<file path="src/rtl/decimal_entry_pkg.sv">
// ---------------------------------------------------------------------------
// decimal_entry_pkg
// Shared definitions for the decimal keypad entry front end.
//   - Keypad control codes. Codes 0x0-0x9 are digits. 0xE and 0xF are reserved.
//   - FSM state encoding for the entry controller.
//   - Saturation ceiling for the integer part.
// ---------------------------------------------------------------------------
package decimal_entry_pkg;

    localparam logic [3:0] KEY_POINT = 4'hA;
    localparam logic [3:0] KEY_ENTER = 4'hB;
    localparam logic [3:0] KEY_CLEAR = 4'hC;
    localparam logic [3:0] KEY_NEG   = 4'hD;

    localparam int INT_MAX = 255;

    typedef enum logic [1:0] {
        INT  = 2'd0,
        FRAC = 2'd1,
        DONE = 2'd2
    } entry_state_t;

endpackage

</file>
<file path="src/rtl/dec_accum_sat.sv">
// ---------------------------------------------------------------------------
// dec_accum_sat
// Combinational decimal shift-in with saturation. It computes acc*10 + digit
// at 12 bits and clamps the result to INT_MAX.
// Ports:
//   acc      in  [7:0]  current integer accumulator
//   digit    in  [3:0]  decimal digit being appended (0..9)
//   next_acc out [7:0]  min(acc*10 + digit, INT_MAX)
//   sat      out        high when the unclamped result exceeded INT_MAX
// ---------------------------------------------------------------------------
module dec_accum_sat
    import decimal_entry_pkg::*;
(
    input  logic [7:0] acc,
    input  logic [3:0] digit,
    output logic [7:0] next_acc,
    output logic       sat
);

    logic [11:0] wide;

    // The worst case is 255*10 + 15 = 2565, so 12 bits hold the result without wrap.
    // The clamp is then a simple compare against the ceiling.
    always_comb begin
        wide     = 12'(acc) * 12'd10 + 12'(digit);
        sat      = (wide > 12'(INT_MAX));
        next_acc = sat ? 8'(INT_MAX) : wide[7:0];
    end

endmodule

</file>
<file path="src/rtl/decimal_key_entry.sv">
// ---------------------------------------------------------------------------
// decimal_key_entry
// Builds a signed decimal operand (integer 0..255 plus one tenths digit) from
// keypad codes. It hands the result to the float converter over valid/ready.
// Ports:
//   clk        in         system clock, rising edge
//   reset      in         synchronous active-high reset
//   key_valid  in         key_code is valid this cycle
//   key_code   in  [3:0]  digit 0-9, A point, B enter, C clear, D negate
//   key_ready  out        block accepts a key (INT or FRAC state)
//   out_valid  out        A/B/neg/ovf hold a completed operand
//   out_ready  in         consumer takes the operand
//   A          out [7:0]  integer part
//   B          out [7:0]  tenths digit, 0..9
//   neg        out        sign requested by the user
//   ovf        out        integer saturated or digits dropped
// ---------------------------------------------------------------------------
module decimal_key_entry
    import decimal_entry_pkg::*;
#(
    parameter int MAX_INT_DIGITS = 3
) (
    input  logic       clk,
    input  logic       reset,
    input  logic       key_valid,
    input  logic [3:0] key_code,
    output logic       key_ready,
    output logic       out_valid,
    input  logic       out_ready,
    output logic [7:0] A,
    output logic [7:0] B,
    output logic       neg,
    output logic       ovf
);

    localparam int CNT_W = $clog2(MAX_INT_DIGITS + 1);

    entry_state_t     state;
    logic [7:0]       acc;
    logic [3:0]       frac;
    logic [CNT_W-1:0] count;
    logic             frac_seen;
    logic             entry_neg;
    logic             entry_ovf;

    logic [7:0]       next_acc;
    logic             acc_sat;
    logic             key_accept;
    logic             is_digit;

    dec_accum_sat u_accum (
        .acc      (acc),
        .digit    (key_code),
        .next_acc (next_acc),
        .sat      (acc_sat)
    );

    // key_ready is derived from the state register only.
    // This keeps any combinational path from key_valid or out_ready away from the outputs.
    always_comb begin
        key_ready  = (state != DONE);
        key_accept = key_valid & key_ready;
        is_digit   = (key_code <= 4'd9);
    end

    // Entry controller. The working registers (acc, frac, count, entry_neg,
    // entry_ovf) collect the operand as keys arrive. A/B/neg/ovf are copied
    // from them only on enter, so the presented result stays stable through
    // DONE and also after the handshake, until the next enter. Reset is
    // checked first so that it overrides any key or handshake in the same cycle.
    always_ff @(posedge clk) begin
        if (reset) begin
            state     <= INT;
            acc       <= '0;
            frac      <= '0;
            count     <= '0;
            frac_seen <= 1'b0;
            entry_neg <= 1'b0;
            entry_ovf <= 1'b0;
            out_valid <= 1'b0;
            A         <= '0;
            B         <= '0;
            neg       <= 1'b0;
            ovf       <= 1'b0;
        end else begin
            case (state)
                INT, FRAC: begin
                    if (key_accept) begin
                        if (is_digit) begin
                            if (state == INT) begin
                                // A full digit count drops the new digit.
                                // A zero typed while acc is still zero is a
                                // leading zero and does not use up a digit position.
                                if (count == CNT_W'(MAX_INT_DIGITS)) begin
                                    entry_ovf <= 1'b1;
                                end else if (!(key_code == 4'd0 && acc == 8'd0)) begin
                                    acc   <= next_acc;
                                    count <= count + CNT_W'(1);
                                    if (acc_sat) begin
                                        entry_ovf <= 1'b1;
                                    end
                                end
                            end else if (!frac_seen) begin
                                frac      <= key_code;
                                frac_seen <= 1'b1;
                            end
                        end else begin
                            case (key_code)
                                KEY_POINT: begin
                                    if (state == INT) begin
                                        state <= FRAC;
                                    end
                                end
                                KEY_ENTER: begin
                                    A         <= acc;
                                    B         <= {4'b0000, frac};
                                    neg       <= entry_neg;
                                    ovf       <= entry_ovf;
                                    out_valid <= 1'b1;
                                    state     <= DONE;
                                end
                                KEY_CLEAR: begin
                                    acc       <= '0;
                                    frac      <= '0;
                                    count     <= '0;
                                    frac_seen <= 1'b0;
                                    entry_neg <= 1'b0;
                                    entry_ovf <= 1'b0;
                                    state     <= INT;
                                end
                                KEY_NEG: begin
                                    entry_neg <= ~entry_neg;
                                end
                                default: begin
                                end
                            endcase
                        end
                    end
                end
                DONE: begin
                    if (out_valid && out_ready) begin
                        out_valid <= 1'b0;
                        state     <= INT;
                        acc       <= '0;
                        frac      <= '0;
                        count     <= '0;
                        frac_seen <= 1'b0;
                        entry_neg <= 1'b0;
                        entry_ovf <= 1'b0;
                    end
                end
                default: begin
                    state <= INT;
                end
            endcase
        end
    end

endmodule

</file>
<file path="config.mk">
export PLATFORM = sky130hd
export DESIGN_NAME = decimal_key_entry
export DESIGN_NICKNAME = d
export VERILOG_FILES = /design/src/rtl/decimal_entry_pkg.sv /design/src/rtl/dec_accum_sat.sv /design/src/rtl/decimal_key_entry.sv
export SDC_FILE = /design/constraint.sdc
export NUM_CORES = 1
export LEC_CHECK = 0
export ABC_AREA = 1
export CAP_MARGIN = 20
export CORE_MARGIN = 1
export CORE_UTILIZATION = 57
export CTS_BUF_LIST = sky130_fd_sc_hd__clkbuf_2
export DETAILED_ROUTE_END_ITERATION = 8
export GPL_TIMING_DRIVEN = 1
export PLACE_DENSITY = 0.86
export SETUP_SLACK_MARGIN = 0.2
export SYNTH_ARGS = -nofsm -noshare
export SYNTH_HDL_FRONTEND = slang
export SYNTH_SLANG_ARGS = --single-unit
</file>
<file path="constraint.sdc">
create_clock -name clk -period 3.45 [get_ports clk]
set_input_delay 0.69 -clock clk [delete_from_list [all_inputs] [get_ports clk]]
set_output_delay 0.69 -clock clk [all_outputs]
set_load 0.05 [all_outputs]
</file>
==> qor.csv <==
stage,metric,value,unit
outcome,status,"finished, final reports clean",
global_routing,first-pass GRT wire length,7450,um
drt,Final ANT Viol Nets,0,
run,max-cap violation count,0,
global_routing,all-layer global routing usage,0.238,
clocking,setup fix buffers added after clock tree synthesis,0,
drt,first-pass detailed-route iteration total,4,
synthesis,async set-reset flop share out of synthesis,0,
finish,share of post-route cells with drive strength above 1,0.0742,
timing,Final setup viols,0,
power,LEAKAGE,1.09,nW
critical_path,CP required,3.74,ns
placement,Placer Congestion,0.898,
timing,worst-margin pin slew,0.767,ns
clocking,CTS max path bufs,2,
synthesis,sequential fraction of the synthesis area,0.325,
synthesis,synth warn,0,
clocking,CTS tree,yes,
placement,Final HPWL DP,3270,um
timing,Slew headroom,0.487,
drt,vias per cell,5.37,
timing,max-slew violations,0,
finish,# diodes,0,
clocking,Clock Sinks,34,
synthesis,"Top FF cell, synth",dfxtp_1,
global_routing,vias in the first global route,1686,
power,sequential power share,0.463,
synthesis,Synth Area in Simple Gates,0.282,
drt,WL/cell,12.4,um
power,PwrDens,372,nW/um2
power,maximum VDD drop,0.000184,V
synthesis,Post-Syn Area,2090,um2
floorplan,die area,3920,um2
synthesis,leading area contributor after synthesis,dfxtp_1,
power,switch share,0.274,
timing,Peak Freq,0.345,GHz
floorplan,Die Y,62.6,um
timing,skew final,0.0150,ns
synthesis,synth top area cells,"dfxtp_1 (33%), ha_1 (9.6%), nand2_1 (9.1%), nor2_1 (8.2%), a21oi_1 (5.3%)",
timing,Hold Worst Slack,0.473,ns
timing,RSZ-0062 raised after global routing,false,
finish,fin nets,335,
clocking,Hold Buf Count CTS,0,
power,Pwr Total,0.900,mW
synthesis,main combinational cell family by area after synthesis,simple AND/OR/NAND/NOR gates,
synthesis,Post-synth EDFFs,0,
synthesis,Yosys reg bits,34,
critical_path,CP Capture Type,register,
drt,routed vias,1912,
synthesis,Synth top area share,0.325,
clocking,"Reg clk slew, reported paths",0.18,ns
critical_path,Critical Path AT,3.19,ns
synthesis,synth cell count leaders,"nand2_1 (51), nor2_1 (46), dfxtp_1 (34)",
global_routing,pin count of the biggest net entering global routing,20,
synthesis,xor and xnor area share after synthesis,0.0209,
synthesis,mux contribution to synthesized area,0,
synthesis,"count leader, synth",nand2_1,
synthesis,adder-cell share of the synthesized area,0.115,
clocking,Resize count post-CTS,0,
synthesis,Netlist cell types,38,
power,Clock power frac,0.362,
critical_path,"Max FO, Critical Path",8,
global_routing,initial antenna violation count,0,
floorplan,core area,3420,um2
timing,Final min period,2.90,ns
power,P_int,0.653,mW
power,P_sw,0.247,mW
timing,sum of negative setup slack,0,ns
floorplan,top-level I/O count,28,
synthesis,Synth Instances,286,
timing,Final Hold Fails,0,
floorplan,Std-Cell Rows,21,
floorplan,Die W,62.6,um
critical_path,WS Path Type,register to register,
synthesis,Synth Area in Compound Gates,0.170,
clocking,maximum level of the CTS H-tree,2,
clocking,TritonCTS Buffers,5,
drt,DRT iter0 DRCs,98,
placement,PortBufs,23,
drt,# DRC,0,
global_routing,GRT overflow,0,
clocking,clock latency on the worst-skew pair,0.37,ns
drt,WL final,4400,um
clocking,clk root buf,clkbuf_2,
synthesis,synthesized area per cell,7.32,um2
critical_path,Setup crit start kind,register,
power,Combinational Power Share,0.174,
timing,Tcrit/Tclk final,0.839,
floorplan,Initial Utilization,0.613,
finish,area growth from synthesis to layout,15.5,%
worst_hold_path,Hold Path Class,register to register,
==> logic make-up (layout without fill, tap and decap cells) <==
family / after synthesis / count (layout)
AND/OR/NAND/NOR: 128 / 128
buffers and inverters: 40 / 61
AO/OA/AOI/OAI: 60 / 60
adder cells (fa/ha/maj): 18 / 18
XOR/XNOR: 5 / 5
flip-flops: 34 / 34
other: 1 / 4
==> flip-flops by register name, indices dropped and copies added, names as in the netlist <==
register / count
neg: 1
count: 2
acc: 8
B: 4
out_valid: 1
entry_neg: 1
ovf: 1
frac: 4
state: 2
entry_ovf: 1
A: 8
frac_seen: 1
==> cells in the final DEF, fill, tap and decap left out, drive strengths merged, types with 2 or more instances in the layout <==
cell type and instances:
clkbuf 5, a21oi 24, inv 29, nand2 54, nand3b 2, a31oi 2
o21ai 25, conb 4, bufinv 2, xor2 2, ha 16, clkdlybuf4s50 23
dfxtp 34, nand4 2, or2 2, nor3 2, a211oi 4, xnor2 3
nor2 49, nand3 17, fa 2
==> path summary, 6_finish.rpt <==
path	start	end	slack [ns]	cells past startpoint
worst min-delay path	frac[3]$_SDFFE_PP0P_	frac[3]$_SDFFE_PP0P_	0.47	2
worst max register to register	acc[1]$_SDFFE_PP0P_	acc[1]$_SDFFE_PP0P_	0.55	10
worst min register to register	frac[3]$_SDFFE_PP0P_	frac[3]$_SDFFE_PP0P_	0.47	2
worst max-delay path	acc[1]$_SDFFE_PP0P_	acc[1]$_SDFFE_PP0P_	0.55	10
==> area by class of cell <==
| type | count | area, um2 |
|---|---|---|
| clock buffers | 5 | 25.0 |
| clock inverters | 3 | 63.8 |
| fillers | 303 | 997 |
| inverters | 29 | 109 |
| multi-input cells | 215 | 1240 |
| flip-flops and latches | 34 | 681 |
| well taps | 46 | 57.6 |
| repair buffers | 24 | 238 |
==> worst max-delay path, cell delays in order (launching register included) <==
cell and delay (ns):
dfxtp_1 0.54, ha_1 0.29, ha_1 0.24, fa_1 0.44
xnor2_1 0.32, nand3b_1 0.18, nor2_1 0.06, nor2_1 0.11
or2_0 0.41, o21ai_1 0.12, a21oi_1 0.13
==> per-stage QoR <==
stage               area [um2]  worst slack (ns)  instances   util
floorplan                 2100              1.00        289      -
global placement          2330             0.411        348  0.682
detailed placement        2330             0.349        348  0.682
CTS                       2420             0.575        356  0.708
global route              2420             0.337        356  0.708
finish                    2420             0.554        356  0.708
==> routing by layer <==
| metal | up-vias | track usage | wire [um] |
|---|---|---|---|
| met4 | 0 | 0.0901 | 57 |
| met2 | 66 | 0.371 | 1960 |
| li1 | 981 | - | - |
| met5 | - | 0 | 0 |
| met1 | 858 | 0.326 | 2080 |
| met3 | 7 | 0.0438 | 300 |
==> power groups by stage <==
stage	clock, mW	combinational (mW)	sequential (mW)
2_1_floorplan	0	0.122	0.423
3_3_place_gp	0	0.150	0.424
3_5_place_dp	0	0.153	0.425
4_1_cts	0.331	0.155	0.417
5_1_grt	0.355	0.172	0.419
6_report	0.326	0.157	0.417
No activity file was read; power rests on OpenSTA's default activity.
